==> config.mk <==
export PLATFORM = sky130hd
export DESIGN_NAME = regfile_sb
export DESIGN_NICKNAME = d
export VERILOG_FILES = /design/src/rtl/regfile_sb.sv
export SDC_FILE = /design/constraint.sdc
export NUM_CORES = 1
export LEC_CHECK = 0
export CAP_MARGIN = 20
export CELL_PAD_IN_SITES_DETAIL_PLACEMENT = 1
export CELL_PAD_IN_SITES_GLOBAL_PLACEMENT = 1
export CORE_MARGIN = 2
export CORE_UTILIZATION = 48
export CTS_BUF_LIST = sky130_fd_sc_hd__clkbuf_8
export CTS_CLUSTER_DIAMETER = 150
export DETAILED_ROUTE_END_ITERATION = 7
export PLACE_DENSITY = 0.86
export SYNTH_ARGS = -nofsm -noshare
export SYNTH_HDL_FRONTEND = slang
export SYNTH_SLANG_ARGS = --single-unit
==> constraint.sdc <==
create_clock -name clk -period 6.2 [get_ports clk]
set_input_delay 1.24 -clock clk [delete_from_list [all_inputs] [get_ports clk]]
set_output_delay 1.24 -clock clk [all_outputs]
set_load 0.01 [all_outputs]
==> src/rtl/regfile_sb.sv <==
// regfile_sb: register file with two combinational read ports (same-cycle write bypass),
// one synchronous write port, a per-register pending-write scoreboard and a sequential
// clear engine. Register 0 is hard-wired to zero and is never pending.
module regfile_sb #(
    parameter int unsigned DATA_WIDTH = 64,
    parameter int unsigned NUM_REGS   = 4,
    localparam int unsigned ADDR_BITS = $clog2(NUM_REGS)
) (
    input  logic                  clk,
    input  logic                  rst_n,
    input  logic [ADDR_BITS-1:0]  rd_addr1,
    input  logic [ADDR_BITS-1:0]  rd_addr2,
    output logic [DATA_WIDTH-1:0] rd_data1,
    output logic [DATA_WIDTH-1:0] rd_data2,
    output logic                  rd_busy1,
    output logic                  rd_busy2,
    input  logic                  wr_en,
    input  logic [ADDR_BITS-1:0]  wr_addr,
    input  logic [DATA_WIDTH-1:0] wr_data,
    input  logic                  rsv_en,
    input  logic [ADDR_BITS-1:0]  rsv_addr,
    input  logic                  clr_req,
    output logic                  clr_busy
);

    typedef enum logic [0:0] {StIdle, StClear} state_e;

    state_e state_q, state_d;
    logic [ADDR_BITS-1:0] idx_q, idx_d;
    // Only registers 1..NUM_REGS-1 hold state; register 0 is implied zero.
    logic [NUM_REGS-1:1][DATA_WIDTH-1:0] regs_q, regs_d;
    logic [NUM_REGS-1:1]                 pend_q, pend_d;

    assign clr_busy = (state_q == StClear);

    // Read ports: stored value and pend flag, then bypass (idle) or forced busy (clear).
    always_comb begin
        rd_data1 = '0;
        rd_data2 = '0;
        rd_busy1 = 1'b0;
        rd_busy2 = 1'b0;
        for (int i = 1; i < NUM_REGS; i++) begin
            if (rd_addr1 == ADDR_BITS'(i)) begin
                rd_data1 = regs_q[i];
                rd_busy1 = pend_q[i];
            end
            if (rd_addr2 == ADDR_BITS'(i)) begin
                rd_data2 = regs_q[i];
                rd_busy2 = pend_q[i];
            end
        end
        if (state_q == StIdle) begin
            // A writeback in flight is forwarded and therefore no longer a hazard.
            if (wr_en && (wr_addr == rd_addr1) && (rd_addr1 != '0)) begin
                rd_data1 = wr_data;
                rd_busy1 = 1'b0;
            end
            if (wr_en && (wr_addr == rd_addr2) && (rd_addr2 != '0)) begin
                rd_data2 = wr_data;
                rd_busy2 = 1'b0;
            end
        end else begin
            if (rd_addr1 != '0) rd_busy1 = 1'b1;
            if (rd_addr2 != '0) rd_busy2 = 1'b1;
        end
    end

    // Next state: write/reserve in idle, one register wiped per cycle during a sweep.
    always_comb begin
        state_d = state_q;
        idx_d   = idx_q;
        regs_d  = regs_q;
        pend_d  = pend_q;
        unique case (state_q)
            StIdle: begin
                for (int i = 1; i < NUM_REGS; i++) begin
                    if (wr_en && (wr_addr == ADDR_BITS'(i))) begin
                        regs_d[i] = wr_data;
                        pend_d[i] = 1'b0;
                    end
                    // Applied after the write clear so a same-edge reserve wins.
                    if (rsv_en && (rsv_addr == ADDR_BITS'(i))) begin
                        pend_d[i] = 1'b1;
                    end
                end
                if (clr_req) begin
                    state_d = StClear;
                    idx_d   = ADDR_BITS'(1);
                end
            end
            StClear: begin
                for (int i = 1; i < NUM_REGS; i++) begin
                    if (idx_q == ADDR_BITS'(i)) begin
                        regs_d[i] = '0;
                        pend_d[i] = 1'b0;
                    end
                end
                idx_d = idx_q + ADDR_BITS'(1);
                if (idx_q == ADDR_BITS'(NUM_REGS - 1)) begin
                    state_d = StIdle;
                end
            end
            default: begin
                state_d = StIdle;
            end
        endcase
    end

    // State registers; reset aborts any sweep in progress.
    always_ff @(posedge clk or negedge rst_n) begin
        if (!rst_n) begin
            state_q <= StIdle;
            idx_q   <= ADDR_BITS'(1);
            regs_q  <= '0;
            pend_q  <= '0;
        end else begin
            state_q <= state_d;
            idx_q   <= idx_d;
            regs_q  <= regs_d;
            pend_q  <= pend_d;
        end
    end

endmodule

After elaboration in Yosys (flattened, before gate mapping) --
Index checks and enable logic that the tools add are counted.
Storage, ports and cells: register bits after elaboration 198, bits in latches 0, bits in writable memories 0, bits in read-only memories 0, output and inout port bits 131, logic and storage cells 99, memories kept 0
Operators by class: $add $sub $neg 1, multiply operators 0, divide/modulo/power cells 0, $lt $le $gt $ge 0, equal/unequal tests 27, shift-type cells 0, muxes and demuxes 44, bitwise operators 1, reduce and logical (&&, ||, !) cells 18
Operators by type and width (count):
- 2-to-1 mux 64 bit | 16
- one-hot mux 192 bit (2 select lines) | 1
- 2-to-1 mux 1 bit | 23
- equality test 2 bit (second input constant) | 10
- != test 2 x 1 -> 1 bit (second input constant) | 6
- AND reduction 2 bit | 6
- equality test 2 x 1 -> 1 bit (second input constant) | 5
- logical AND 1 bit | 10
- != test 3 x 1 -> 1 bit (second input constant) | 3
- one-hot mux 3 bit (2 select lines) | 1
- equality test 2 bit | 2
- one-hot mux 2 bit (2 select lines) | 1
- nonzero test 2 bit | 2
- adder 2 x 1 -> 2 bit (second input constant) | 1
- 2-to-1 mux 2 bit | 1
- != test 2 bit (second input constant) | 1
- one-hot mux 1 bit (2 select lines) | 1
- inverter 1 bit | 1

Logic depth before layout (Yosys ltp) --
Gate-level depths: netlist of run 1.
word-level depth 6, mapped depth 6, mapped depth without buffers 4

Worst setup path after synthesis of run 1 --
Ideal clock, no wire load.
path kind input to output, start point in rd_addr1[0], end point out rd_data1[10], data arrival time 2476 ps, setup slack 2484 ps, stages on the path 5, path buffers 2, cell sequence buf_6 -> clkbuf_1 -> mux2_2 -> a22o_1 -> mux2_2
On the way: word-level cells in the longest chain between the ends 6, elaborated cells between the ends (all ways) 12, classes of those cells eq/ne (4); mux (5); reduce/logical (3)
Ends and longest elaborated chain:
- start, declared | line 11 | input logic [ADDR_BITS-1:0] rd_addr1,
- equality test 2 x 1 -> 1 bit | line 43 | if (rd_addr1 == ADDR_BITS'(i)) begin
- 2-to-1 mux 64 bit (3 in a row) | line 43
- 2-to-1 mux 64 bit | line 54 | if (wr_en && (wr_addr == rd_addr1) && (rd_addr1 != '0)) begin
- 2-to-1 mux 64 bit (*) | line 52 | if (state_q == StIdle) begin
- end, declared | line 13 | output logic [DATA_WIDTH-1:0] rd_data1,
Every way passes the cells marked *; elsewhere a longest branch is shown, timed or not.

Worst setup path after layout of run 1 --
start point in wr_addr[1], end point out rd_data2[2]
On the way: word-level cells in the longest chain between the ends 5
Ends and longest elaborated chain:
- start, declared | line 18 | input logic [ADDR_BITS-1:0] wr_addr,
- equality test 2 bit | line 58 | if (wr_en && (wr_addr == rd_addr2) && (rd_addr2 != '0)) begin
- logical AND 1 bit (2 in a row) | line 58
- 2-to-1 mux 64 bit | line 58
- 2-to-1 mux 64 bit | line 52
- end, declared | line 14 | output logic [DATA_WIDTH-1:0] rd_data2,
Every way passes these cells.

==> out/metrics.csv, run 1 <==
metric;value;unit
via_count;9279;
worst-setup-path-type;input pin to primary output;
clk-insertion-delay-late;0.48;ns
via_per_inst;6.61;
core;0.0244;sq mm
seq_power_share;38.9;%
peakVddDrop;178;uV
globalRouteTotalUtil;28.3;%
yosysUniqueCellTypes;32;
syn_to_final_growth;21.0;%
cts_tree;built;
die_x;162;microns
rsz0062_at_grt;no;
drc;0;
p_sw_share;35.8;%
status;complete, no violations;
ys_seq_elements;198;
critPathRequiredTime;4.96;ns
p_int;3460;uW
setup_tns;0;ns
gp_congestion;0.762;
clk_pin_slew;0.10;ns
die-area;0.0261;sq mm
worstPathCellList;clkdlybuf4s50_1 -> and4b_1 -> a32oi_4 -> buf_4 -> mux2_2 -> clkdlybuf4s50_1;
fin_hold_ws;0.526;ns
first_pass_iters;4;
tightest_slew;1.01;ns
ioPinCount;208;
antenna_found_initial;3;
fill_cells;2396;
globalRouteOverflowTotal;0;
slew_violations;0;
top_usage_layer;met2;
grt_start_max_net_pins;111;
holdCritPathClass;flop to flop;
fin_nets;1146;
clkSinkCount;198;
cts_root_buf;clkbuf_8;
relSlewSlack;32.7;%
ant_nets;0;
final_common_cell;a22o_1;
fmax;200;MHz
cts_hold_buf;0;
p_switching;1930;uW
p_clk_share;15.6;%
die_h;162;microns
dp_hpwl;21900;microns
drt_iter0_markers;564;
synth_area;0.0119;sq mm
worstSetupEndpointType;primary output;
p_total;5390;uW
fin_crit;5.00;ns
cts_resized;0;
synth_nets;1001;
grt_pass1_vias;10100;
cp_num_buf_inv;3;
initial_utilization;48.9;%
power_density;373;mW/mm^2
final.period_utilization;80.6;%
crit_top_cell;clkdlybuf4s50_1;
htreeDepth;4;
synth_cells;921;
finalSetupViolCount;0;
drive_gt1_share;27.0;%
clockBufferDepth;2;
cp_slowest_cell;buf_4;
grt.met3_usage;6.13;%
use_met2;46.9;%
cp.arrival;3.76;ns
crit_path_max_fanout;32;
cp-start-kind;input pin;
seq_area_frac_synth;41.5;%
syn_avg_cell_area;13.0;sq um
rows;57;
timing.max_cap.violations;0;
grt_util_met1;38.1;%
leakagePower;0.00683;uW
path_delay_family;buffers and inverters;
numCtsBuffers;17;
cpPeakStageDelay;0.55;ns
r2r_slack;3.34;ns
grt_pass1_wl;58500;microns
hold_violations;0;
comb_power_share;45.6;%
skew;0.0219;ns
port-buffer-count;207;
wl_per_cell;26.2;microns
mostFrequentLayoutCells;a22o_1 (320), clkdlybuf4s50_1 (202), dfrtp_1 (197);
yosys_warnings;0;
postCtsSetupBuffers;0;
totalWireLength;36800;microns
Yosys cell counts, drive strengths merged:
cell type  count  share of area [%]
o221a          2               0.19
dfstp          1               0.22
and4b          2               0.17
inv            4               0.13
a21oi          5               0.21
ha             3               0.31
o21a           2               0.13
a32o           2               0.17
xnor2          2               0.15
and2           1              0.052
o22a           2               0.15
a22o         320                 23
nor3           1              0.042
o21ai          1              0.042
dfrtp        197                 41
nor2           1              0.031
a32oi          2               0.21
and4bb         3               0.31
mux2         256                 27
and2b          1              0.063
nand2          4               0.13
nor2b          5               0.26
o2bb2ai        1              0.073
clkbuf        43                1.4
buf           60                3.9
area by class of cell:
type	count	area [sq um]	share of cell area, %
clock buffer	18	248	1.72
multi-input combinational	616	6420	44.4
inverter	4	15.0	0.104
antenna	1	2.50	0.0173
timing repair buffer	229	2260	15.6
sequential	198	4960	34.3
clock inverter	14	139	0.962
tap	324	405	2.81
state kept, by name, summed over array words and instances (netlist names):
| name | flops |
|---|---|
| clr_busy | 1 |
| idx_q | 2 |
| pend_q | 3 |
| regs_q | 192 |
power groups by stage:
stage          Clock, uW  Sequential [uW]  Combinational (uW)
2_1_floorplan          0             1950                1560
4_1_cts              857             2070                2440
5_1_grt              909             2140                2620
3_3_place_gp           0             2050                2360
3_5_place_dp           0             2090                2420
6_report             838             2100                2450
cell families after synthesis:
| family | share of synthesized area [%] |
|---|---|
| AOI/OAI and AO/OA | 24.6 |
| muxes | 27.0 |
| DFF | 41.5 |
| buffers and inverters | 5.35 |
| and+or+nand+nor | 1.06 |
| adders and majority gates | 0.314 |
| xor gates and xnor gates | 0.147 |
through the flow:
step / cell area, sq um / std cells / util (%) / worst slack (ns)
after floorplan: 11900 / 921 / - / 2.48
after global placement: 14000 / 1370 / 57.5 / 1.29
after global routing: 14400 / 1404 / 59.2 / 1.14
final: 14400 / 1404 / 59.2 / 1.20
after CTS: 14400 / 1402 / 59.1 / 1.23
after detailed placement: 14000 / 1370 / 57.5 / 1.24
routing by layer:
metal | wire [microns] | up-vias | part of all wire (%)
li1 | - | 3928 | -
met1 | 16100 | 4971 | 44
met2 | 18000 | 350 | 49
met3 | 2330 | 30 | 6.3
met4 | 395 | 0 | 1.1
met5 | 0 | - | 0
path summary, 6_finish.rpt:
check / startpoint / cells past startpoint / endpoint
max in group asynchronous: rst_n / 2 / regs_q[120]
min in group asynchronous: rst_n / 1 / regs_q[182]
hold reg to reg: regs_q[121] / 1 / regs_q[121]
setup / recovery: wr_addr[1] / 6 / rd_data2[2]
setup reg to reg: clr_busy / 4 / regs_q[71]
hold / removal: regs_q[121] / 1 / regs_q[121]
worst reg2reg max path, cell delays in order (launching register included):
cell	delay (ns)
dfrtp_1	0.85
and4bb_2	0.35
a21oi_4	0.76
buf_4	0.57
a22o_1	0.26
(Power assumes the default switching activity.)
==> run 2: changes to the inputs <==
CORE_UTILIZATION = 40   (was 48)
PLACE_DENSITY = 0.76   (was 0.86)
clock period = 4.4 ns   (was 6.2 ns; I/O delays follow)
==> out/metrics.csv, run 2 (same netlist as run 1, synthesis figures left out) <==
metric;value;unit
clk_pin_slew;0.11;ns
cts_hold_buf;0;
antenna_cells;0;
top_register;regs_q;
htreeDepth;4;
fin_nets;1152;
initial_utilization;40.5;%
skew;0.0280;ns
antenna_found_initial;0;
globalRouteOverflowTotal;0;
gp_congestion;0.736;
holdCritPathClass;input pin to async pin;
die-area;0.0312;sq mm
power_density;519;mW/mm^2
grt_pass1_vias;9727;
via_count;9123;
cp-start-kind;input pin;
drive_gt1_share;27.4;%
ioPinCount;208;
clkSinkCount;198;
critPathRequiredTime;3.52;ns
p_total;7600;uW
totalWireLength;36900;microns
rsz0062_at_grt;no;
crit_path_max_fanout;48;
relSlewSlack;25.1;%
timing.max_cap.violations;0;
postCtsSetupBuffers;0;
mostFrequentLayoutCells;a22o_1 (320), clkdlybuf4s50_1 (202), dfrtp_1 (197);
fin_hold_ws;0.432;ns
globalRouteTotalUtil;23.6;%
largest_reg_flops;192;
cts_tree;built;
status;complete, no violations;
cts_root_buf;clkbuf_8;
fin_util;49.7;%
clk-insertion-delay-late;0.48;ns
worstSetupEndpointType;primary output;
rows;63;
die_h;177;microns
ant_nets;0;
grt_pass1_wl;57500;microns
finalInstanceArea;0.0147;sq mm
dp_hpwl;21800;microns
dpl_cell_area;0.0142;sq mm
cts_resized;0;
seq_area;0.00496;sq mm
leakagePower;0.00689;uW
slew_violations;0;
fill_cells;3020;
numCtsBuffers;17;
multiInputGateArea;0.00642;sq mm
core;0.0295;sq mm
wl_per_cell;25.0;microns
drt_iter0_markers;602;
port-buffer-count;207;
via_per_inst;6.19;
peakVddDrop;308;uV
finalSetupViolCount;0;
cp.arrival;3.22;ns
tightest_slew;1.12;ns
setup_tns;0;ns
reg.largest.list;regs_q (192), pend_q (3), idx_q (2);
grt_start_max_net_pins;94;
die_x;177;microns
final.period_utilization;93.1;%
first_pass_iters;5;
fmax;244;MHz
worst-setup-path-type;input pin to primary output;
drc;0;
fin_crit;4.10;ns
final_common_cell;a22o_1;
syn_to_final_growth;22.8;%
clockBufferDepth;2;
hold_violations;0;
run 2: worst max-delay path: stages:
cell and delay [ns]:
buf_2 0.12, buf_4 0.43, xnor2_1 0.19, a32oi_4 0.29
buf_12 0.39, mux2_2 0.39, clkdlybuf4s50_1 0.47
run 2: final cells by class:
| class | count | area share [%] |
|---|---|---|
| Clock inverter | 15 | 1.29 |
| Sequential cell | 198 | 33.8 |
| Multi-Input combinational cell | 616 | 43.8 |
| Inverter | 4 | 0.102 |
| Timing Repair Buffer | 235 | 16.1 |
| Clock buffer | 17 | 1.60 |
| Tap cell | 390 | 3.33 |
run 2: per-layer routing:
layer | GRT usage [%] | part of all wire [%] | up-vias | wire, microns
met1 | 33.6 | 46 | 4853 | 17100
met5 | 0 | 0 | - | 0
li1 | - | - | 3949 | -
met2 | 38.0 | 47 | 301 | 17300
met3 | 4.40 | 5.8 | 20 | 2120
met4 | 4.27 | 0.82 | 0 | 303
run 2: stage by stage:
stage | cells | setup slack [ns]
after floorplan | 921 | 1.40
after global placement | 1443 | 0.310
after detailed placement | 1443 | 0.319
after CTS | 1475 | 0.312
after global routing | 1475 | 0.234
final | 1475 | 0.305
run 2: worst paths after layout:
check | startpoint | endpoint | slack (ns) | cells after the start
worst min register to register | regs_q[105] | regs_q[105] | 0.53 | 1
min in group clk | regs_q[105] | regs_q[105] | 0.53 | 1
worst min-delay path | rst_n | regs_q[50] | 0.43 | 1
max in group asynchronous | rst_n | regs_q[41] | 3.05 | 2
worst max-delay path | rd_addr1[1] | rd_data1[0] | 0.30 | 7
worst max register to register | clr_busy | regs_q[58] | 2.43 | 3
run 2: power breakdown:
part	switching, uW	internal [uW]	total [uW]
Combinational	1470	1980	3450
Clock	773	489	1260
Sequential	489	2410	2900
